File: config.mk
export PLATFORM = sky130hd
export DESIGN_NAME = led_matrix_scan_pwm
export DESIGN_NICKNAME = d
export VERILOG_FILES = /design/src/rtl/led_matrix_scan_pwm.sv
export SDC_FILE = /design/constraint.sdc
export NUM_CORES = 1
export LEC_CHECK = 0
export CAP_MARGIN = 20
export CORE_MARGIN = 2
export CORE_UTILIZATION = 50
export CTS_CLUSTER_SIZE = 25
export DETAILED_ROUTE_END_ITERATION = 6
export PLACE_DENSITY = 0.66
export REMOVE_ABC_BUFFERS = 1
export SYNTH_ARGS = -nofsm -noshare
export SYNTH_HDL_FRONTEND = slang
export SYNTH_SLANG_ARGS = --single-unit
File: constraint.sdc
create_clock -name clk12MHz -period 3.4 [get_ports clk12MHz]
set_input_delay 0.34 -clock clk12MHz [delete_from_list [all_inputs] [get_ports clk12MHz]]
set_output_delay 0.34 -clock clk12MHz [all_outputs]
set_load 0.05 [all_outputs]
File: src/rtl/led_matrix_scan_pwm.sv
// LED matrix column scanner with per-pixel PWM brightness, anti-ghosting
// blanking between columns and a double-buffered frame store.
module led_matrix_scan_pwm #(
    parameter int NCOLS          = 4,
    parameter int NROWS          = 8,
    parameter int PWM_BITS       = 4,
    parameter int PRESCALE       = 64,
    parameter int BLANK_CYCLES   = 16,
    parameter int LED_ACTIVE_LOW = 0,
    parameter int COL_ACTIVE_LOW = 1
) (
    input  logic                       clk12MHz,
    input  logic                       rst_n,
    input  logic                       wr_en,
    input  logic [$clog2(NCOLS)-1:0]   wr_col,
    input  logic [$clog2(NROWS)-1:0]   wr_row,
    input  logic [PWM_BITS-1:0]        wr_level,
    input  logic                       swap_req,
    output logic                       swap_ack,
    output logic                       frame_start,
    output logic [NROWS-1:0]           leds,
    output logic [NCOLS-1:0]           lcol
);

    localparam int CW      = $clog2(NCOLS);
    localparam int SLOTS   = (2 ** PWM_BITS) - 1;
    localparam int CNT_MAX = ((BLANK_CYCLES > PRESCALE) ? BLANK_CYCLES : PRESCALE) - 1;
    localparam int CNTW    = (CNT_MAX > 0) ? $clog2(CNT_MAX + 1) : 1;

    localparam logic [NCOLS-1:0] COL_OFF = {NCOLS{COL_ACTIVE_LOW != 0}};
    localparam logic [NROWS-1:0] LED_OFF = {NROWS{LED_ACTIVE_LOW != 0}};

    typedef enum logic {ST_BLANK, ST_ON} state_t;

    state_t              state, state_n;
    logic [CW-1:0]       col, col_n;
    logic [CNTW-1:0]     cnt, cnt_n;
    logic [PWM_BITS-1:0] slot, slot_n;
    logic                fs_n;
    logic                front_sel, front_sel_n;
    logic                pending;
    logic                swap_now;
    logic                wr_ok;
    logic [NCOLS-1:0]    col_hot;
    logic [NROWS-1:0]    row_on;

    logic [PWM_BITS-1:0] frame_buf [2][NCOLS][NROWS];

    // The swap is decided in the boundary cycle itself so a request arriving
    // in that very cycle still takes effect on the closing edge.
    assign swap_now    = frame_start & (pending | swap_req);
    assign swap_ack    = swap_now;
    assign front_sel_n = front_sel ^ swap_now;
    assign wr_ok       = wr_en && (int'(wr_col) < NCOLS) && (int'(wr_row) < NROWS);

    // Next-state logic for the blank/on column sequencer and PWM slot counter.
    // NOTE: every variable gets a default before the case so no latch is inferred.
    always_comb begin
        state_n = state;
        col_n   = col;
        cnt_n   = cnt;
        slot_n  = slot;
        fs_n    = 1'b0;
        case (state)
            ST_BLANK: begin
                if (int'(cnt) == BLANK_CYCLES - 1) begin
                    state_n = ST_ON;
                    cnt_n   = '0;
                    slot_n  = '0;
                end else begin
                    cnt_n = cnt + CNTW'(1);
                end
            end
            ST_ON: begin
                if (int'(cnt) == PRESCALE - 1) begin
                    cnt_n = '0;
                    if (int'(slot) == SLOTS - 1) begin
                        state_n = ST_BLANK;
                        slot_n  = '0;
                        if (int'(col) == NCOLS - 1) begin
                            col_n = '0;
                            fs_n  = 1'b1;
                        end else begin
                            col_n = col + CW'(1);
                        end
                    end else begin
                        slot_n = slot + PWM_BITS'(1);
                    end
                end else begin
                    cnt_n = cnt + CNTW'(1);
                end
            end
            default: state_n = ST_BLANK;
        endcase
    end

    // Row pattern for the next cycle; a write landing in the buffer that is
    // about to become front is forwarded so it shows without a cycle of lag.
    always_comb begin
        logic [PWM_BITS-1:0] lvl;
        col_hot = NCOLS'(1) << col_n;
        row_on  = '0;
        for (int r = 0; r < NROWS; r++) begin
            lvl = frame_buf[front_sel_n][col_n][r];
            if (swap_now && wr_ok && (wr_col == col_n) && (int'(wr_row) == r)) begin
                lvl = wr_level;
            end
            row_on[r] = (lvl > slot_n);
        end
    end

    // Sequencer state, swap bookkeeping and registered pin drive.
    // NOTE: sequential state uses non-blocking assignments so all flops update together.
    always_ff @(posedge clk12MHz or negedge rst_n) begin
        if (!rst_n) begin
            state       <= ST_BLANK;
            col         <= '0;
            cnt         <= '0;
            slot        <= '0;
            frame_start <= 1'b0;
            front_sel   <= 1'b0;
            pending     <= 1'b0;
            lcol        <= COL_OFF;
            leds        <= LED_OFF;
        end else begin
            state       <= state_n;
            col         <= col_n;
            cnt         <= cnt_n;
            slot        <= slot_n;
            frame_start <= fs_n;
            front_sel   <= front_sel_n;
            pending     <= ~swap_now & (pending | swap_req);
            lcol        <= (state_n == ST_ON) ? (col_hot ^ COL_OFF) : COL_OFF;
            leds        <= (state_n == ST_ON) ? (row_on ^ LED_OFF) : LED_OFF;
        end
    end

    // Pixel writes always land in the buffer that is back before the edge.
    // NOTE: the frame store is flops with async clear because a blank frame must show right after reset.
    always_ff @(posedge clk12MHz or negedge rst_n) begin
        if (!rst_n) begin
            for (int b = 0; b < 2; b++) begin
                for (int c = 0; c < NCOLS; c++) begin
                    for (int r = 0; r < NROWS; r++) begin
                        frame_buf[b][c][r] <= '0;
                    end
                end
            end
        end else if (wr_ok) begin
            frame_buf[~front_sel][wr_col][wr_row] <= wr_level;
        end
    end

endmodule
# --- Word level (Yosys, flattened, before mapping) ---
# Cells that the tools add are included.
totals:
  inputBits: 13
  register_bits: 284
  elab_cells: 174
op_classes:
  mux: 42
  reduce_logical: 14
  order_cmp: 16
  add_sub_neg: 3
  shift: 1
  n_bitwise: 13
  n_eq_ne: 12
ops:
  columns: ["operator", "count"]
  rows:
  - ["2-to-1 mux 128 bit", 4]
  - ["bitwise mux 256 bit", 1]
  - ["demux 128 bit (select 1 bit)", 1]
  - ["2-to-1 mux 32 bit", 3]
  - ["binary-select mux 32 bit (select 2 bit)", 1]
  - ["demux 32 bit (select 2 bit)", 1]
  - ["2-to-1 mux 4 bit", 13]
  - ["greater-than comparator 4 bit", 8]
  - ["logical AND 1 bit", 13]
  - ["demux 4 bit (select 3 bit)", 1]
  - ["== test 3 bit (second input constant)", 4]
  - ["2-to-1 mux 6 bit", 2]
  - ["one-hot mux 6 bit (2 select lines)", 1]
  - ["2-to-1 mux 2 bit", 4]
  - ["2-to-1 mux 8 bit", 1]
  - ["one-hot mux 4 bit (2 select lines)", 1]
  - ["2-to-1 mux 1 bit", 7]
  - ["adder 6 x 1 -> 6 bit (second input constant)", 1]
  - ["== test 3 x 2 -> 1 bit (second input constant)", 2]
  - ["== test 6 x 1 -> 1 bit (second input constant)", 1]
  - ["== test 6 x 5 -> 1 bit (second input constant)", 1]
  - ["greater-or-equal comparator 3 bit (second input constant)", 2]
  - ["inverter 2 -> 3 bit", 2]
  - ["adder 4 x 1 -> 4 bit (second input constant)", 1]
  - ["other kinds (20)", 25]

# --- Longest topological paths before layout ---
logic_depth:
  word_depth: 13
  mapped_depth: 16
  mapped_depth_nobuf: 14

# --- Least setup slack after synthesis ---
# No wires, ideal clock.
synth_path:
  kind: "register to register"
  startpoint: "register frame_start"
  endpoint: "register leds[7]"
  stages_incl_launch_ff: 17
  synth_period_minus_slack_ns: 3.247
  arrival_ns: 3.108
  slack_ns: 0.153
  t_required_ns: 3.261
  setup_ns: 0.139
  cell_sequence: "dfrtp_1 -> o21a_4 -> xnor2_1 -> inv_2 -> buf_2 -> clkbuf_1 -> nand2_1 -> a32o_2 -> a221oi_1 -> mux2_1 -> ha_1 -> nor2b_1 -> o21ai_0 -> nand2b_1 -> a21oi_1 -> a41o_1 -> nor2_1"
synth_via:
  elab_chain_len: 12
  word_cells_on_any_way: 15
synth_rtl:
  columns: ["element", "line_no", "rtl"]
  rows:
  - ["start, declared", "20", "output logic frame_start,"]
  - ["start signal, assigned", "130", "frame_start <= fs_n;"]
  - ["AND 1 bit (*)", "51", "assign swap_now = frame_start & (pending | swap_req);"]
  - ["via swap_ack", "19", "output logic swap_ack,"]
  - ["XOR 1 bit", "53", "assign front_sel_n = front_sel ^ swap_now;"]
  - ["inverter 1 -> 2 bit (not written as such)", "104", "lvl = frame_buf[front_sel_n][col_n][r];"]
  - ["2-to-1 mux 128 bit (not written as such) (3 in series)", "104", null]
  - ["binary-select mux 32 bit (select 2 bit)", "104", null]
  - ["2-to-1 mux 32 bit (not written as such) (2 in series)", "104", null]
  - ["2-to-1 mux 4 bit (*)", "105", "if (swap_now && wr_ok && (wr_col == col_n) && (int'(wr_row) == r)) begin"]
  - ["greater-than comparator 4 bit (*)", "108", "row_on[r] = (lvl > slot_n);"]
  - ["2-to-1 mux 8 bit (*)", "134", "leds <= (state_n == ST_ON) ? (row_on ^ LED_OFF) : LED_OFF;"]
  - ["end signal, assigned", "134", null]
  - ["end, declared", "21", "output logic [NROWS-1:0] leds,"]
# The timed path passes the listed nets; every way through them passes the cells marked *. The select of a mux whose other input is x is not followed.
# A chain may end at the register's enable or synchronous reset.

# --- Worst setup path after layout ---
layout_path:
  startpoint: "register cnt[0]"
  endpoint: "register leds[0]"
layout_via:
  elab_chain_len: 10
  word_cells_on_any_way: 20
layout_rtl:
  columns: ["element", "line_no", "rtl"]
  rows:
  - ["start, declared", "37", "logic [CNTW-1:0] cnt, cnt_n;"]
  - ["start signal, assigned", "128", "cnt <= cnt_n;"]
  - ["== test 6 x 1 -> 1 bit", "75", "if (int'(cnt) == PRESCALE - 1) begin"]
  - ["2-to-1 mux 2 bit", "75", null]
  - ["2-to-1 mux 2 bit", "64", "case (state)"]
  - ["inverter 2 -> 3 bit (not written as such)", "104", null]
  - ["binary-select mux 32 bit (select 2 bit)", "104", null]
  - ["2-to-1 mux 32 bit (2 in series)", null, null]
  - ["2-to-1 mux 4 bit", "105", null]
  - ["greater-than comparator 4 bit", "108", null]
  - ["2-to-1 mux 8 bit (*)", "134", null]
# Mark *: on every way between the ends. The rest lies on a longest branch, timed or not. The select of a mux whose other input is x is not followed.

==> results.md <==
- Run status: finished clean
- Leakage: slightly below 8 nW
- Ys flop type: dfrtp_1
- Fill cell count: between 2000 and 2500
- Tightest Pin Transition: a little over 0.8 ns
- ANT nets after route: 0
- CTS buffer count: 31
- GP Congestion: 0.807
- Clock Latency Late Sink: 0.55 ns
- Crit path max-delay family: compound AO/OA/AOI/OAI gates
- CP max-delay cell: dfrtp_1
- Post-synth EDFFs: 0
- Starting Density: 0.507
- Post-synth top area share: 0.483
- Final period util: 0.963
- Max Clock Skew: between 0.01 and 0.015 ns
- Core footprint: 28600 um^2
- VDD IR-drop max: 373 uV
- Final wirelength: between 30000 and 40000 um
- Die Area: 30400 um^2
- CP arrival: between 3 and 4 ns
- Vias in the first global route: approximately 10000
- Most frequent cells in the layout: dfrtp_1 (280), mux2_2 (274), buf_4 (101), nand2_1 (100), mux2i_1 (95)
- Largest net degree at the start of global routing: 95
- Die W: 174 um
- Largest area contributor in the netlist: dfrtp_1
- Post-DP HPWL: 23500 um
- Nature of the critical path startpoint: flop
- Cell Area, Synth: 14500 um^2
- Final Hold Vio Count: 0
- Pins over their slew limit: 0
- Layout cell share with drive strength beyond 1: 0.389
- Worst Path Max Fanout: 12
- PD cells: 443 nW/um^2
- Clock root cell: clkbuf_16
- Critical Path RT: 3.83 ns
- Total track usage: 0.235
- Post-synthesis to final-layout area growth: 17.0%
- Initial antenna violation count: 0
- Critical path's largest stage delay: 0.37 ns
- DR pass1 iterations: 4
- DR iter-0 viols: 489
- Fraction of registers with async set/reset: 1.00
- Final nets: 1288
- Headroom to the max-slew limit: 0.449
- Yosys reg bits: 284
- Vias: 9464
- Commonest non-fill, non-tap cell in the layout: dfrtp_1
- Min Tclk post-route: between 3 and 4 ns
- Clock-pin slew on the worst setup and hold paths: 0.06 ns
- DR WL/cell: 21.3 um
- Buf/Inv on CP: 3
- Setup CP Type: reg2reg
- Final setup viols: 0
- Max Cap Viol: 0
- Final setup TNS: 0 ns
- Worst hold-check path type: in2reg
- CTS sink cnt: roughly 280
- Post-synth cell types: 65
- Post-DR vias/cell: 5.75
- Synth warn: 0
- Port bufs: 26
- Clock buffer depth: 3
- WHS: ~0.24 ns
- Endpoint class of the critical path: flop
- R2R Setup Slk: roughly 0.13 ns
- Multi-input logic area: 7000 um^2
- Synth Instances: ~1100
- Reg area: ~7100 um^2
- Post-route DRC: 0
- Mapped Avg Cell Area: around 13 um^2
- Achievable Freq: 305 MHz
- Die extent in y: 174 um
- ANT cells: 0
- CTS tree: done
- Grt ovf: 0
- Crit-path cells: ha_1 -> and3_2 -> buf_4 -> a311o_1 -> o31ai_4 -> buf_12 -> buf_12 -> a32o_1 -> a221oi_1 -> mux2_1 -> ha_1 -> nor2b_1 -> o21ai_0 -> nand2b_1 -> a21oi_1 -> a41o_1 -> nor2_1
- First-pass GRT wire length: 56100 um
- H-tree depth: 1
- Fraction of the yosys area taken by sequential cells: 0.490
- FP Rows: 62
- IO Pins: 27
- Synth top area cells: dfrtp_1 (48%), mux2_2 (21%), mux2i_1 (6.6%)
## cell type report
class,instances,area share
inverter,4,0.00103
clock buffer,52,0.0562
multi-input combinational,772,0.412
sequential,284,0.419
clock inverter,3,0.000884
timing repair buffer,148,0.0832
tap,384,0.0283
## path summary, 6_finish.rpt
kind / start / end / cells after the start
min in group asynchronous: rst_n / frame_buf[35]$_DFFE_PN0P_ / 2
worst min register to register: frame_start$_DFF_PN0_ / pending$_DFF_PN0_ / 1
max in group asynchronous: rst_n / frame_buf[146]$_DFFE_PN0P_ / 3
worst max-delay path: cnt[0]$_DFF_PN0_ / leds[0]$_DFF_PN0_ / 17
worst min-delay path: wr_level[0] / frame_buf[172]$_DFFE_PN0P_ / 2
worst max register to register: cnt[0]$_DFF_PN0_ / leds[0]$_DFF_PN0_ / 17
## stage by stage
step / worst slack [ns] / cell area (um^2) / total power [mW] / cells / utilization
2_1_floorplan: -4.87 / 14100 / 4.13 / 1060 / -
3_3_place_gp: 0.00246 / 15900 / 4.38 / 1583 / 0.555
3_5_place_dp: -0.125 / 15900 / 4.41 / 1583 / 0.555
4_1_cts: 0.0330 / 16900 / 7.59 / 1642 / 0.591
5_1_grt: -0.0396 / 17000 / 7.80 / 1647 / 0.593
6_report: 0.127 / 17000 / 7.52 / 1647 / 0.593
## logic make-up (layout without fill, tap and decap cells)
family | after synthesis | after routing | synth area share
compound gates | 117 | 117 | 0.0698
xor+xnor | 3 | 3 | 0.00181
fa+ha+maj | 34 | 34 | 0.0293
buf+inv | 76 | 207 | 0.0328
flops | 284 | 284 | 0.490
mux | 394 | 394 | 0.297
simple gates | 224 | 224 | 0.0790
## registers in the layout (all words and copies together), names as in the netlist
register     count
slot             4
leds             8
lcol             4
state            1
frame_buf      256
pending          1
cnt              6
frame_start      1
front_sel        1
col              2
## power breakdown
part	switching (mW)	leakage, nW	internal (mW)	total (mW)
registers	0.145	3.78	3.68	3.82
clock network	1.30	0.479	1.88	3.18
logic	0.245	3.47	0.275	0.520
total	1.69	7.73	5.84	7.52
## Yosys cell counts (3+ instances only)
cell / number
clkbuf_1: 34
o21ai_0: 16
and3_1: 4
ha_1: 34
a21oi_1: 12
mux2i_1: 96
a41o_1: 8
or3_1: 4
buf_6: 7
or2_1: 3
dfrtp_1: 280
mux2_1: 24
a22oi_1: 9
mux2_2: 274
nor2b_1: 9
buf_2: 17
nand3_4: 3
nor3_1: 4
dfstp_2: 4
a32o_1: 20
inv_1: 3
o31ai_4: 3
nand3_1: 4
a32o_2: 3
nand2b_1: 10
clkdlybuf4s50_2: 3
a221oi_1: 23
o221ai_1: 9
nor2_1: 53
nor3b_1: 4
clkbuf_8: 6
nand2_1: 100
nor2_4: 8
nand4b_1: 3
## per-layer routing
layer | GRT usage | part of all wire
met1 | 0.332 | 0.47
met2 | 0.376 | 0.46
met3 | 0.0350 | 0.044
met4 | 0.0683 | 0.029
met5 | 0 | 0
## what timing repair did
action | CTS | global route
setup buffers | 3 | 5
resized for setup | 0 | 13
endpoints found under the hold margin | 90 | 0
setup endpoints to repair | 6 | 8
hold buffers | 1 | 0
pin swaps | 1 | 5
Power figures use the tool's default switching activity.
